`src/rtl/pa_useq.sv`:
```
`default_nettype none
// ============================================================================
//  Module      : pa_useq (package)
//  Description : Shared definitions for the Sol-1 microcode sequencer:
//                sequencing-type encoding, control-word field positions and
//                the micro-address width helper.
//  Revision    : 1.0  initial release
// ============================================================================
package pa_useq;

    // Sequencing type carried in the low two bits of every control word
    typedef enum logic [1:0] {
        TYP_OFFSET   = 2'b00,
        TYP_BRANCH   = 2'b01,
        TYP_PREFETCH = 2'b10,
        TYP_FETCH    = 2'b11
    } typ_e;

    // Fixed positions of the sequencing fields inside the control word
    localparam int c_TYP_LSB    = 0;
    localparam int c_OFF_LSB    = 2;
    localparam int c_OFF_W      = 7;
    localparam int c_INV_BIT    = 9;
    localparam int c_SRC_BIT    = 10;
    localparam int c_SEL_LSB    = 11;
    localparam int c_SEL_W      = 4;
    localparam int c_ESC_BIT    = 15;
    localparam int c_FIELDS_W   = 16;

    // Micro-address = {page, opcode, cycle}
    function automatic int uaddr_w(input int page_w, input int opcode_w,
                                   input int cycle_w);
        return page_w + opcode_w + cycle_w;
    endfunction

endpackage
`default_nettype wire

```
`src/rtl/u_cond_mux.sv`:
```
`default_nettype none
// ============================================================================
//  Module      : u_cond_mux
//  Description : Selects one of 32 condition bits (16 CPU + 16 micro flags)
//                and optionally inverts it.
//  Ports       : i_cond_cpu  CPU condition vector
//                i_cond_u    micro-flag condition vector
//                i_flag_src  1 selects micro flags, 0 selects CPU flags
//                i_sel       bit index within the chosen vector
//                i_invert    invert the selected bit
//                o_cond      resulting condition
//  Revision    : 1.0  initial release
// ============================================================================
module u_cond_mux (
    input  logic [15:0] i_cond_cpu,
    input  logic [15:0] i_cond_u,
    input  logic        i_flag_src,
    input  logic [3:0]  i_sel,
    input  logic        i_invert,
    output logic        o_cond
);

    logic [31:0] w_vec;

    // Micro flags occupy the upper half so {src, sel} is a direct index
    assign w_vec  = {i_cond_u, i_cond_cpu};
    assign o_cond = w_vec[{i_flag_src, i_sel}] ^ i_invert;

endmodule
`default_nettype wire

```
`src/rtl/u_sequencer.sv`:
```
`default_nettype none
// ============================================================================
//  Module      : u_sequencer
//  Description : Microcode sequencer for the Sol-1 control unit. Holds the
//                micro-address register and computes the next address from
//                the sequencing fields of the current control word, with
//                escape opcode pages, interrupt vectoring at the prefetch
//                point, stall hold and a sticky offset-wrap error flag.
//  Ports       : clk, rst_n      clock, synchronous active-low reset
//                stall           hold all state this cycle
//                u_addr          registered micro-address to the ROM bank
//                u_word          control word read from ROM at u_addr
//                ir              instruction register (dispatch opcode)
//                cond_cpu/cond_u condition vectors
//                int_pending     interrupt request
//                irq_en          interrupt enable
//                int_taken       pulse, high while u_addr first shows vector
//                page            current escape page
//                wrap_err        sticky offset-wrap error
//  Revision    : 1.0  initial release
// ============================================================================
module u_sequencer
    import pa_useq::*;
#(
    parameter int          NUM_UROMS  = 14,
    parameter int          OPCODE_W   = 8,
    parameter int          CYCLE_W    = 6,
    parameter int          PAGE_W     = 1,
    // Opcode whose cycle 0 (page 0) is the interrupt entry point
    parameter int unsigned INT_VECTOR = 'h10,
    localparam int         UADDR_W    = uaddr_w(PAGE_W, OPCODE_W, CYCLE_W)
) (
    input  logic                   clk,
    input  logic                   rst_n,
    input  logic                   stall,
    output logic [UADDR_W-1:0]     u_addr,
    input  logic [8*NUM_UROMS-1:0] u_word,
    input  logic [OPCODE_W-1:0]    ir,
    input  logic [15:0]            cond_cpu,
    input  logic [15:0]            cond_u,
    input  logic                   int_pending,
    input  logic                   irq_en,
    output logic                   int_taken,
    output logic [PAGE_W-1:0]      page,
    output logic                   wrap_err
);

    localparam int c_SUM_W = ((CYCLE_W > c_OFF_W) ? CYCLE_W : c_OFF_W) + 1;

    logic [UADDR_W-1:0]  r_u_addr;
    logic [PAGE_W-1:0]   r_page;
    logic                r_int_taken;
    logic                r_wrap_err;

    typ_e                w_typ;
    logic [c_OFF_W-1:0]  w_offset;
    logic                w_invert;
    logic                w_flag_src;
    logic [c_SEL_W-1:0]  w_sel;
    logic                w_escape;
    logic                w_cond;

    logic [PAGE_W-1:0]   w_pg;
    logic [OPCODE_W-1:0] w_op;
    logic [CYCLE_W-1:0]  w_cyc;
    logic [c_SUM_W-1:0]  w_sum;
    logic                w_carry;
    logic [PAGE_W-1:0]   w_page_inc;

    logic [UADDR_W-1:0]  w_next_addr;
    logic [PAGE_W-1:0]   w_next_page;
    logic                w_set_werr;
    logic                w_take_int;
    logic                w_unused_bits;

    // ---------------- field decode ----------------
    assign w_typ      = typ_e'(u_word[c_TYP_LSB +: 2]);
    assign w_offset   = u_word[c_OFF_LSB +: c_OFF_W];
    assign w_invert   = u_word[c_INV_BIT];
    assign w_flag_src = u_word[c_SRC_BIT];
    assign w_sel      = u_word[c_SEL_LSB +: c_SEL_W];
    assign w_escape   = u_word[c_ESC_BIT];

    // Remaining control-word bits drive datapath elsewhere, not sequencing
    assign w_unused_bits = ^u_word[8*NUM_UROMS-1:c_FIELDS_W];

    u_cond_mux u_cond_mux_i (
        .i_cond_cpu (cond_cpu),
        .i_cond_u   (cond_u),
        .i_flag_src (w_flag_src),
        .i_sel      (w_sel),
        .i_invert   (w_invert),
        .o_cond     (w_cond)
    );

    // ---------------- address arithmetic ----------------
    assign w_pg  = r_u_addr[UADDR_W-1 -: PAGE_W];
    assign w_op  = r_u_addr[CYCLE_W +: OPCODE_W];
    assign w_cyc = r_u_addr[CYCLE_W-1:0];

    // Full 7-bit offset is added; any bit above the cycle field is a wrap
    assign w_sum   = c_SUM_W'(w_cyc) + c_SUM_W'(w_offset);
    assign w_carry = |w_sum[c_SUM_W-1:CYCLE_W];

    // Escape pages saturate at the top page rather than rolling back to 0
    assign w_page_inc = (r_page == {PAGE_W{1'b1}}) ? r_page : r_page + PAGE_W'(1);

    always_comb begin
        w_next_addr = r_u_addr;
        w_next_page = r_page;
        w_set_werr  = 1'b0;
        w_take_int  = 1'b0;
        case (w_typ)
            TYP_OFFSET: begin
                w_next_addr = {w_pg, w_op, w_sum[CYCLE_W-1:0]};
                w_set_werr  = w_carry;
            end
            TYP_BRANCH: begin
                if (w_cond) begin
                    w_next_addr = {w_pg, w_op, CYCLE_W'(w_offset)};
                end else begin
                    w_next_addr = {w_pg, w_op, w_cyc + CYCLE_W'(1)};
                end
            end
            TYP_PREFETCH: begin
                // Interrupt has priority over the normal return to fetch
                if (int_pending && irq_en) begin
                    w_next_addr = {PAGE_W'(0), OPCODE_W'(INT_VECTOR), CYCLE_W'(0)};
                    w_take_int  = 1'b1;
                end else begin
                    w_next_addr = '0;
                end
            end
            TYP_FETCH: begin
                w_next_page = w_escape ? w_page_inc : PAGE_W'(0);
                w_next_addr = {w_next_page, ir, CYCLE_W'(0)};
            end
            default: begin
                w_next_addr = r_u_addr;
            end
        endcase
    end

    // ---------------- state registers ----------------
    always_ff @(posedge clk) begin
        if (!rst_n) begin
            r_u_addr    <= '0;
            r_page      <= '0;
            r_int_taken <= 1'b0;
            r_wrap_err  <= 1'b0;
        end else if (stall) begin
            r_int_taken <= 1'b0;
        end else begin
            r_u_addr    <= w_next_addr;
            r_page      <= w_next_page;
            r_int_taken <= w_take_int;
            r_wrap_err  <= r_wrap_err | w_set_werr;
        end
    end

    assign u_addr    = r_u_addr;
    assign page      = r_page;
    assign int_taken = r_int_taken;
    assign wrap_err  = r_wrap_err;

endmodule
`default_nettype wire

```
`config.mk`:
```
export PLATFORM = sky130hd
export DESIGN_NAME = u_sequencer
export DESIGN_NICKNAME = d
export VERILOG_FILES = /design/src/rtl/pa_useq.sv /design/src/rtl/u_cond_mux.sv /design/src/rtl/u_sequencer.sv
export SDC_FILE = /design/constraint.sdc
export NUM_CORES = 1
export LEC_CHECK = 0
export CORE_ASPECT_RATIO = 1.4
export CORE_MARGIN = 1.5
export CORE_UTILIZATION = 26
export DETAILED_ROUTE_END_ITERATION = 10
export GPL_TIMING_DRIVEN = 1
export HOLD_SLACK_MARGIN = 0.03
export PLACE_DENSITY = 0.81
export SKIP_LAST_GASP = 1
export SLEW_MARGIN = 25
export SYNTH_ARGS = -nofsm -noshare
export SYNTH_HDL_FRONTEND = slang
export SYNTH_HIERARCHICAL = 1
export SYNTH_SLANG_ARGS = --single-unit
```
`constraint.sdc`:
```
create_clock -name clk -period 2.7 [get_ports clk]
set_input_delay 0.675 -clock clk [delete_from_list [all_inputs] [get_ports clk]]
set_output_delay 0.675 -clock clk [all_outputs]
set_load 0.01 [all_outputs]
```
==> results.md <==
- Clock Sinks: 18
- Top layer in use: met4
- Flop pwr share: 35.6%
- Die width: around 65 um
- Worst-Margin Slew: approximately 540 ps
- Mapped Area: between 0.001 and 0.0015 mm^2
- Met1 wire length: 1620 um
- Fin nets: about 430
- Slew Viols, Final: 0
- VDD IR max: just over 0.4 mV
- Final Cycle Share: a little over 90%
- Fmax: slightly below 0.4 GHz
- Post-DRT Antenna Nets: 0
- CTS tree: built
- First-pass GRT wire length: just under 7000 um
- CTS Root Cell: clkbuf_8
- Status: finished, final reports clean
- Ys flop type: dfxtp_1
- IO Port Bufs: 78
- DIE AREA: between 0.005 and 0.006 mm^2
- Leakage: ~0.94 nW
- RSZ-0062 raised after global routing: false
- Crit-path max FO: 5
- Top cells by area, synth: dfxtp_1 26%, mux2i_1 14%, ha_1 6.2%
- Crit. End Element: flop
- Iteration-0 DRC Markers: 62
- Post-DP Area: around 0.0023 mm^2
- Synth warn: 6
- Cell Pwr Density: ~340 mW/mm^2
- Final core occ: a little under half
- Clk_skew: about 0.16 ps
- Final HPWL DP: around 3400 um
- Dpl ws: -258 ps
- Mapped Cells: around 180
- Via count of the first global-routing pass: around 1600
- Post-route insts no fill: about 330
- Clock buffer count from CTS: 3
- Hold Path Class: flop to flop
- Switch Pwr: approximately 0.22 mW
- Core region area: a little over 0.005 mm^2
- Clock-pin slew on the worst setup and hold paths: approximately 70 ps
- Clock share of power: between 20% and 30%
- Setup ws final: between 150 and 200 ps
- Mapped Nets: between 300 and 400
- Initial antenna violation count: 0
- Placed cells: 323
- Crit start category: primary input
- Top Ports: around 180
- Arrival @ worst endpoint: roughly 2700 ps
- Post CTS Setup Buffer Count: 0
- GR Overflow Total: 0
- DRC violations left: 0
- Share of post-route cells with drive strength above 1: a little under 9%
- Post-DR vias/cell: about 5
- RD Place Congestion: ~0.8
- Total wire length: between 4000 and 5000 um
- Top-area cell type share of the netlist area: between 20% and 30%
- Crit path required time: approximately 2900 ps
- WL met2: roughly 2300 um
- Clock period minus worst slack: roughly 2500 ps
- Initial core utilization: about 27%
- Total global-route track usage: 14.0%
- Combinational Power Share: between 30% and 40%
- Sw frac: a little over a quarter
- Syn avg cell area: approximately 8 um^2
- PnR Total Power: approximately 0.81 mW
- Via count: 1619
- Max-cap viol count: 0
- Die H: between 80 and 90 um
- Area growth, synth to finish: 70.9%
- Kind of critical path: primary input to flop
- # diodes: 0
- Area leader, netlist: dfxtp_1
- CTS max path bufs: 2
- Wirelength per Cell: 12.8 um
- Cell internal pwr: between 0.5 and 0.6 mW
- Pre-Repair DR Iteration Count: 4
- H-Tree Level Count: 1
- Count of state elements after synthesis: 18
- Row Count: 31
- Clk_lat worst skew: ~250 ps
- Post-route cell area: about 0.0024 mm^2
- Fraction of registers with async set/reset: 0%
- Register area share after synthesis: roughly 26%
- Post-synth EDFFs: 0
- Met3 WL post-DR: about 270 um
- Largest net degree at the start of global routing: 17
- Worst slew margin: between 60 and 70%
- Setup violations, final: 0
- Netlist cell types: 38
- Fin. Hold Viols: 0
[logic make-up (layout without fill, tap and decap cells)]
kind of cell    after synthesis  in the layout  share of synthesized area [%]
flops                        18             18                           25.7
compound gates               43             43                           20.2
fa+ha+maj                     8              8                           7.67
buf+inv                      14            100                           5.53
simple gates                 67             67                           23.0
mux                          19             19                           13.6
xor+xnor                      7              7                           4.37
[stage by stage]
stage	TNS (ps)	hold WS (ps)
2_1_floorplan	0	476
3_3_place_gp	-726	440
4_1_cts	0	453
6_report	0	449
3_5_place_dp	-1010	443
5_1_grt	0	469
[Yosys cell counts, types with 4 or more instances]
cell type / instances
a22oi_1: 5
ha_1: 7
xnor2_1: 4
mux2i_1: 19
nor2_1: 10
nand2_1: 20
nand3_1: 15
a21oi_1: 17
nand2b_1: 4
inv_1: 5
clkbuf_1: 5
dfxtp_1: 18
nor2b_1: 4
[path summary, 6_finish.rpt]
kind               from          to  slack, ps  cells after the start
max          u_word[13]   u_addr[2]        180                     10
min          u_addr[12]  u_addr[12]        450                      2
max reg2reg   u_addr[0]   u_addr[4]        650                      8
min reg2reg  u_addr[12]  u_addr[12]        450                      2
[critical path: stages]
cell             delay, ps
clkdlybuf4s50_1        540
nor2b_2                240
a22oi_1                120
nand3_1                 90
nand4_1                140
xor2_1                 250
inv_2                  100
o211ai_1               190
o21ai_1                100
a32o_1                 230
[state kept, by name (all words and copies together), names as in the netlist]
register	flops
page	1
int_taken	1
u_addr	15
wrap_err	1
[layer usage]
| layer | global-route usage (%) | vias up |
|---|---|---|
| li1 | - | 822 |
| met1 | 15.2 | 737 |
| met2 | 27.9 | 56 |
| met3 | 2.75 | 4 |
| met4 | 1.39 | 0 |
| met5 | 0 | - |
[cell usage in the layout (no fill, tap or decap), drive strengths merged, types with 2 or more instances in the layout]
| master | Yosys | layout |
|---|---|---|
| nand4 | 2 | 2 |
| buf | 3 | 11 |
| xnor2 | 4 | 4 |
| ha | 7 | 7 |
| nor3 | 3 | 3 |
| o21ai | 5 | 5 |
| o211ai | 4 | 4 |
| nand3 | 15 | 15 |
| or3 | 3 | 3 |
| nor4 | 2 | 2 |
| dfxtp | 18 | 18 |
| xor2 | 3 | 3 |
| nor2 | 10 | 10 |
| nor2b | 4 | 4 |
| nand2b | 4 | 4 |
| a21oi | 17 | 17 |
| clkbuf | 5 | 5 |
| a22oi | 5 | 5 |
| mux2i | 19 | 19 |
| a31oi | 2 | 2 |
| clkdlybuf4s50 | 0 | 77 |
| nand2 | 20 | 20 |
| o22ai | 3 | 3 |
| inv | 6 | 6 |
| a211oi | 2 | 2 |
| a32o | 3 | 3 |
[what timing repair did]
| action | 4_1_cts | 5_1_grt |
|---|---|---|
| hold buffers | 0 | 0 |
| endpoints found under the setup margin | 0 | 4 |
| gates resized for setup | 0 | 6 |
[power by group through the flow]
stage               clock [mW]  combinational [mW]  sequential [mW]
finish                   0.215               0.305            0.287
detailed placement           0               0.299            0.293
global placement             0               0.292            0.293
global route             0.235               0.332            0.288
floorplan                    0               0.134            0.298
CTS                      0.222               0.300            0.287
[layout make-up]
type	instances	area (um^2)
Fill cell	525	2800
Multi-Input combinational cell	144	973
Timing Repair Buffer	90	903
Sequential cell	18	360
Tap cell	66	82.6
Clock buffer	4	55.1
Inverter	6	22.5
No activity file was read; power rests on OpenSTA's default activity.
